`src/rtl/muldiv_pkg.sv`:
```
// muldiv_pkg: shared op/state encodings and defaults for the RV32M multiply/divide unit
package muldiv_pkg;

    localparam int MULDIV_DEFAULT_BITS_PER_CYCLE = 2;

    typedef enum logic [2:0] {
        MD_MUL    = 3'd0,
        MD_MULH   = 3'd1,
        MD_MULHSU = 3'd2,
        MD_MULHU  = 3'd3,
        MD_DIV    = 3'd4,
        MD_DIVU   = 3'd5,
        MD_REM    = 3'd6,
        MD_REMU   = 3'd7
    } muldivOp_;

    typedef enum logic [1:0] {
        IDLE = 2'd0,
        RUN  = 2'd1,
        DONE = 2'd2
    } muldivState_;

endpackage

```
`src/rtl/muldiv_div_step.sv`:
```
// muldiv_div_step: BITS_PER_CYCLE restoring-division steps, MSB first, purely combinational
// Ports: rem_i partial remainder, bits_i next dividend bits (MSB first), div_i divisor,
//        rem_o next partial remainder, q_o quotient bits retired this step.
module muldiv_div_step #(
    parameter int XLEN           = 32,
    parameter int BITS_PER_CYCLE = 2
) (
    input  logic [XLEN-1:0]           rem_i,
    input  logic [BITS_PER_CYCLE-1:0] bits_i,
    input  logic [XLEN-1:0]           div_i,
    output logic [XLEN-1:0]           rem_o,
    output logic [BITS_PER_CYCLE-1:0] q_o
);

    logic [XLEN:0]   t;
    logic [XLEN-1:0] r;

    // The remainder stays below the divisor, so the shifted value fits XLEN+1 bits
    // and the difference always fits back into XLEN bits.
    always_comb begin
        r   = rem_i;
        t   = '0;
        q_o = '0;
        for (int k = BITS_PER_CYCLE - 1; k >= 0; k--) begin
            t      = {r, bits_i[k]};
            q_o[k] = t >= {1'b0, div_i};
            r      = q_o[k] ? t[XLEN-1:0] - div_i : t[XLEN-1:0];
        end
        rem_o = r;
    end

endmodule

```
`src/rtl/muldiv_unit.sv`:
```
// muldiv_unit: iterative RV32M multiply/divide unit beside the execute-stage ALU
// Ports: clock/reset (sync, active-high), flush abandons any op; startValid/startReady
//        accept op/operand1/operand2; resultValid/resultReady hand back result; busy in RUN/DONE.
// Option: define MULDIV_FAST_MUL_EN to compute all multiplies in one combinational cycle.
module muldiv_unit
    import muldiv_pkg::*;
#(
    parameter int XLEN           = 32,
    parameter int BITS_PER_CYCLE = MULDIV_DEFAULT_BITS_PER_CYCLE
) (
    input  logic            clock,
    input  logic            reset,
    input  logic            flush,
    input  logic            startValid,
    output logic            startReady,
    input  logic [2:0]      op,
    input  logic [XLEN-1:0] operand1,
    input  logic [XLEN-1:0] operand2,
    output logic            resultValid,
    input  logic            resultReady,
    output logic [XLEN-1:0] result,
    output logic            busy
);

    localparam int ITER = XLEN / BITS_PER_CYCLE;
    localparam int CW   = $clog2(ITER + 1);

    muldivState_         state_q, state_d;
    muldivOp_            op_q, op_d;
    logic [CW-1:0]       cnt_q, cnt_d;
    logic [2*XLEN-1:0]   acc_q, acc_d;
    logic [XLEN-1:0]     b_q, b_d, result_q, result_d;
    logic                neg_q, neg_d, valid_q, busy_q;

    logic                accept, sgn1, sgn2, divz, ovf, fast, early;
    logic [XLEN-1:0]     mag1, mag2, early_res, fast_res, dstep_rem, quo, rem, fin_res;
    logic [BITS_PER_CYCLE-1:0] dstep_q;
    logic [2*XLEN-1:0]   mul_acc, run_acc, prod;

    assign startReady = (state_q == IDLE || (state_q == DONE && resultReady)) && !flush;
    assign accept     = startValid && startReady;

    // Unsigned forms are MULHU, DIVU, REMU; MULHSU treats only operand2 as unsigned.
    assign sgn1 = operand1[XLEN-1] && !(op[0] && (op[1] || op[2]));
    assign sgn2 = operand2[XLEN-1] && !(op[0] && (op[1] || op[2])) && op != MD_MULHSU;
    assign mag1 = sgn1 ? -operand1 : operand1;
    assign mag2 = sgn2 ? -operand2 : operand2;

    assign divz = op[2] && operand2 == '0;
    assign ovf  = op[2] && !op[0] && operand1 == {1'b1, {(XLEN-1){1'b0}}} && &operand2;

`ifdef MULDIV_FAST_MUL_EN
    logic [2*XLEN-1:0] fprod, fsgn;
    assign fprod    = {{XLEN{1'b0}}, mag1} * {{XLEN{1'b0}}, mag2};
    assign fsgn     = (sgn1 ^ sgn2) ? -fprod : fprod;
    assign fast     = !op[2];
    assign fast_res = op == MD_MUL ? fsgn[XLEN-1:0] : fsgn[2*XLEN-1:XLEN];
`else
    assign fast     = 1'b0;
    assign fast_res = '0;
`endif

    assign early     = divz || ovf || fast;
    assign early_res = divz ? (op[1] ? operand1 : '1) : ovf ? (op[1] ? '0 : operand1) : fast_res;

    // Shift-add: multiplier sits in the low half and drains out as the product fills in.
    always_comb begin
        mul_acc = acc_q;
        for (int k = 0; k < BITS_PER_CYCLE; k++)
            mul_acc = {{1'b0, mul_acc[2*XLEN-1:XLEN]} + (mul_acc[0] ? {1'b0, b_q} : '0), mul_acc[XLEN-1:1]};
    end

    // Division keeps {remainder, dividend} in the accumulator; quotient bits shift in at the bottom.
    muldiv_div_step #(.XLEN(XLEN), .BITS_PER_CYCLE(BITS_PER_CYCLE)) u_div_step (
        .rem_i  (acc_q[2*XLEN-1:XLEN]),
        .bits_i (acc_q[XLEN-1 -: BITS_PER_CYCLE]),
        .div_i  (b_q),
        .rem_o  (dstep_rem),
        .q_o    (dstep_q)
    );

    assign run_acc = op_q[2] ? {dstep_rem, acc_q[XLEN-BITS_PER_CYCLE-1:0], dstep_q} : mul_acc;
    assign prod    = neg_q ? -run_acc : run_acc;
    assign quo     = run_acc[XLEN-1:0];
    assign rem     = run_acc[2*XLEN-1:XLEN];
    assign fin_res = !op_q[2] ? (op_q == MD_MUL ? prod[XLEN-1:0] : prod[2*XLEN-1:XLEN])
                   : op_q[1] ? (neg_q ? -rem : rem) : (neg_q ? -quo : quo);

    always_comb begin
        state_d  = state_q;
        op_d     = op_q;
        cnt_d    = cnt_q;
        acc_d    = acc_q;
        b_d      = b_q;
        neg_d    = neg_q;
        result_d = result_q;
        if (flush) begin
            state_d = IDLE;
        end else if (accept) begin
            state_d = early ? DONE : RUN;
            op_d    = muldivOp_'(op);
            cnt_d   = CW'(ITER);
            acc_d   = {{XLEN{1'b0}}, op[2] ? mag1 : mag2};
            b_d     = op[2] ? mag2 : mag1;
            neg_d   = (op[2] && op[1]) ? sgn1 : sgn1 ^ sgn2;
            if (early)
                result_d = early_res;
        end else if (state_q == RUN) begin
            cnt_d = cnt_q - 1'b1;
            acc_d = run_acc;
            if (cnt_q == CW'(1)) begin
                state_d  = DONE;
                result_d = fin_res;
            end
        end else if (state_q == DONE && resultReady) begin
            state_d = IDLE;
        end
    end

    always_ff @(posedge clock) begin
        if (reset) begin
            state_q  <= IDLE;
            op_q     <= MD_MUL;
            cnt_q    <= '0;
            acc_q    <= '0;
            b_q      <= '0;
            neg_q    <= 1'b0;
            result_q <= '0;
            valid_q  <= 1'b0;
            busy_q   <= 1'b0;
        end else begin
            state_q  <= state_d;
            op_q     <= op_d;
            cnt_q    <= cnt_d;
            acc_q    <= acc_d;
            b_q      <= b_d;
            neg_q    <= neg_d;
            result_q <= result_d;
            valid_q  <= state_d == DONE;
            busy_q   <= state_d != IDLE;
        end
    end

    assign resultValid = valid_q;
    assign result      = result_q;
    assign busy        = busy_q;

endmodule

```
`config.mk`:
```
export PLATFORM = sky130hd
export DESIGN_NAME = muldiv_unit
export DESIGN_NICKNAME = d
export VERILOG_FILES = /design/src/rtl/muldiv_pkg.sv /design/src/rtl/muldiv_div_step.sv /design/src/rtl/muldiv_unit.sv
export SDC_FILE = /design/constraint.sdc
export NUM_CORES = 1
export LEC_CHECK = 0
export ABC_CLOCK_PERIOD_IN_PS = 12150
export CAP_MARGIN = 20
export CORE_MARGIN = 2
export CORE_UTILIZATION = 47
export CTS_CLUSTER_DIAMETER = 120
export DETAILED_ROUTE_END_ITERATION = 10
export DONT_BUFFER_PORTS = 1
export SYNTH_ARGS = -nofsm -noshare
export SYNTH_HDL_FRONTEND = slang
export SYNTH_SLANG_ARGS = --single-unit
```
`constraint.sdc`:
```
create_clock -name clock -period 12.15 [get_ports clock]
set_input_delay 0.6075 -clock clock [delete_from_list [all_inputs] [get_ports clock]]
set_output_delay 0.6075 -clock clock [all_outputs]
set_load 0.1 [all_outputs]
```
==> results.toml <==
[outcome]
status = "complete, no violations"

[setup_path]
r2r_end = "result[16]$_SDFFE_PP0P_"
r2r.worst_path.cells = 37
crit_arrival_ns = 10.06
crit_path_end_kind = "register"
critical_path_required_ns = 12.57
startpoint = "acc_q[31]$_SDFFE_PP0P_"
r2r_start = "acc_q[31]$_SDFFE_PP0P_"
cp_slowest_cell = "nand2b_1"
crit_type = "reg -> reg"
start_kind = "register"
path_max_fanout = 31
reg2reg_slack_ns = 2.51
max_stage_delay_ns = 0.51

[worst_hold_path]
holdPathStages = 1
holdCritPathClass = "in -> reg"
min_from = "reset"
min_to = "result[0]$_SDFFE_PP0P_"

[cts]
cts_buffers = 17
cts_hold_buf = 0
clkLatencyLatePin_ns = 0.51
cts_tree = "done"
htree_levels = 4
clock_sinks = 141
root_buffer = "clkbuf_16"
cts_resized = 0
path_clk_slew_ns = 0.08
clk_path_buf_depth = 2
cts_setup_buffers = 0

[logic_synthesis]
synth_top_cell_by_area = "dfxtp_1"
syn_nets = 2979
syn_area_um2 = 19100
ys_top_cells_by_area = "dfxtp_1 15%, ha_1 8.8%, a21oi_1 7.4%"
synth_edf_count = 0
synthArstFlopShare_pct = 0
synthFlopType = "dfxtp_1"
yosys_warnings = 0
yosysSeqAreaShare_pct = 14.8
synth_top_area_share_pct = 14.8
avgSynthCellArea_um2 = 6.90
synthCells = 2768
yosysUniqueCellTypes = 98
ys_seq_elements = 141

[global_routing]
track_usage_pct = 39.4
grt_pass1_wl_mm = 125
antenna_found_initial = 3
grt_max_degree = 134
first_global_vias = 19712
grt.overflow.total = 0

[power]
power_switching_mw = 1.37
clockPowerShare_pct = 21.2
p_leak_nw = 7.95
p_comb_share_pct = 59.6
p_int_mw = 1.30
peakVddDrop_v = 0.000135
p_per_area_nw_per_um2 = 133
p_sw_share_pct = 51.3
pwr-share-seq_pct = 19.2

[drt]
viasPerCell = 6.63
vias = 21212
drt_iter0_drc = 2431
drc = 0
ant_nets = 0
wl_per_cell_um = 26.1
wl_mm = 83.4
first_pass_iters = 6

[floorplanning]
io_pins = 107
row_count = 73
die_y_um = 206
start_util_pct = 47.9
die_x_um = 206
core_um2 = 39900
die_area_um2 = 42300

[timing]
clock_skew_ns = 0.0250
tightest_slew_ns = 1.14
setup_tns_ns = 0
maxSlewViolCount = 0
max_slew_margin_pct = 23.3
period_needed_ns = 9.64
setup_viol = 0
timing.hold.ws_ns = 0.165
timing.fmax_ghz = 0.104
fin_crit_sh_pct = 79.3
finalHoldViolCount = 0
rsz0062_at_grt = "no"

[layout]
final_layout_size_suffix_gt1_share_pct = 5.39
final_util_pct = 50.1
nets = 2869
syn_to_final_growth_pct = 4.79
fillCellCount = 4068

[placement]
hpwl_mm = 64.5
port_buffers = 0
gp_congestion = 1.03

[run]
max_cap_violations = 0
==> state kept, by name, summed over array words and instances (netlist names), 2 cells and up <==
signal / flops
acc_q: 64
b_q: 32
cnt_q: 5
op_q: 3
result: 32
state_q: 2
==> power groups by stage <==
stage	clock, mW	sequential, mW	combinational, mW
floorplan	0	0.507	1.15
detailed placement	0	0.521	1.53
global route	0.587	0.513	1.70
finish	0.566	0.511	1.59
CTS	0.576	0.510	1.54
global placement	0	0.520	1.54
==> worst max-delay path: cells and delay by family (launching register included) <==
family | cells | cell delay (ns)
buf+inv | 3 | 0.28
flops | 1 | 0.33
fa+ha+maj | 4 | 1.18
simple gates | 14 | 3.50
xor+xnor | 1 | 0.08
compound gates | 15 | 4.16
==> kinds of logic (layout without fill, tap and decap cells) <==
logic type / count (synthesis) / in the layout / synth area share [%]
AOI/OAI and AO/OA: 908 / 908 / 30.8
xor gates and xnor gates: 222 / 222 / 10.2
adders and majority gates: 143 / 143 / 9.47
buffers and inverters: 256 / 159 / 5.40
DFF: 141 / 141 / 14.8
muxes: 51 / 51 / 2.72
other: 0 / 2 / 0
and+or+nand+nor: 1047 / 1047 / 26.7
==> routing by layer <==
metal	track usage (%)	part of all wire, %	up-vias
li1	-	-	9920
met1	49.9	41	10027
met2	62.4	44	1063
met3	8.66	8.8	198
met4	20.5	5.2	4
met5	0	0.031	-
==> how the worst max path moves through the flow <==
stage                                   end  depth (start not counted)
global placement    result[11]$_SDFFE_PP0P_                         24
global route        result[24]$_SDFFE_PP0P_                         37
CTS                 result[24]$_SDFFE_PP0P_                         37
detailed placement  result[24]$_SDFFE_PP0P_                         37
floorplan           result[24]$_SDFFE_PP0P_                         34
finish              result[16]$_SDFFE_PP0P_                         37
==> cell usage after synthesis, types with 18 or more instances <==
master and count:
or2_2 18, clkbuf_1 120, nor3_1 89, a21o_1 46, mux2i_1 44, and3_1 20, o21a_1 22, inv_1 89
nand3_1 81, buf_1 18, nand2b_1 34, a211oi_1 37, dfxtp_1 141, and2_1 83, o21ai_0 186, nand4_1 40
a21oi_1 283, ha_1 135, nor2b_1 24, o31ai_1 30, nand2_1 295, o211ai_1 72, or3_1 23, a31oi_1 54
nor4_1 29, xnor2_1 133, nor2_1 259, xor2_1 89
==> cell type report <==
type                            count  area [um^2]  area share (%)
Clock buffer                       17          425            2.13
Timing Repair Buffer               37          298            1.49
Multi-Input combinational cell   2371        15300            76.4
Antenna cell                        2         5.00          0.0250
Sequential cell                   141         2830            14.1
Clock inverter                     15          181           0.906
Tap cell                          525          657            3.28
Inverter                           90          338            1.69
==> metrics by stage <==
step                cells  power (mW)  cell area, um^2  setup WS [ns]
floorplan            2768        1.66            19100           4.95
global placement     3161        2.06            19400           3.07
detailed placement   3162        2.05            19400           2.83
CTS                  3194        2.63            20000           2.78
global route         3196        2.80            20000           1.92
finish               3198        2.67            20000           2.51
==> cells in the final DEF, fill, tap and decap left out, types with 8 or more instances in the layout <==
| master | netlist | layout |
|---|---|---|
| o41ai_1 | 8 | 8 |
| or2_2 | 18 | 18 |
| and4_1 | 8 | 8 |
| nand2b_1 | 34 | 34 |
| nor3_1 | 89 | 88 |
| nand3_1 | 81 | 81 |
| inv_1 | 89 | 89 |
| buf_4 | 7 | 33 |
| a21oi_1 | 283 | 283 |
| o22ai_1 | 12 | 12 |
| xnor2_1 | 133 | 133 |
| a21o_1 | 46 | 46 |
| nor2_1 | 259 | 258 |
| and3_1 | 20 | 20 |
| a311oi_1 | 13 | 13 |
| clkbuf_16 | 0 | 18 |
| o21ai_0 | 186 | 185 |
| nand4_1 | 40 | 40 |
| o21a_1 | 22 | 22 |
| nor4_1 | 29 | 28 |
| ha_1 | 135 | 135 |
| a31o_2 | 9 | 9 |
| mux2i_1 | 44 | 44 |
| xor2_1 | 89 | 89 |
| o211ai_1 | 72 | 72 |
| nor2b_1 | 24 | 24 |
| o31ai_1 | 30 | 30 |
| dfxtp_1 | 141 | 139 |
| and2_1 | 83 | 82 |
| a31oi_1 | 54 | 54 |
| or3_1 | 23 | 23 |
| a221oi_1 | 11 | 11 |
| o21bai_1 | 17 | 17 |
| nand2_1 | 295 | 294 |
| a211oi_1 | 37 | 37 |
Power figures use the tool's default switching activity.
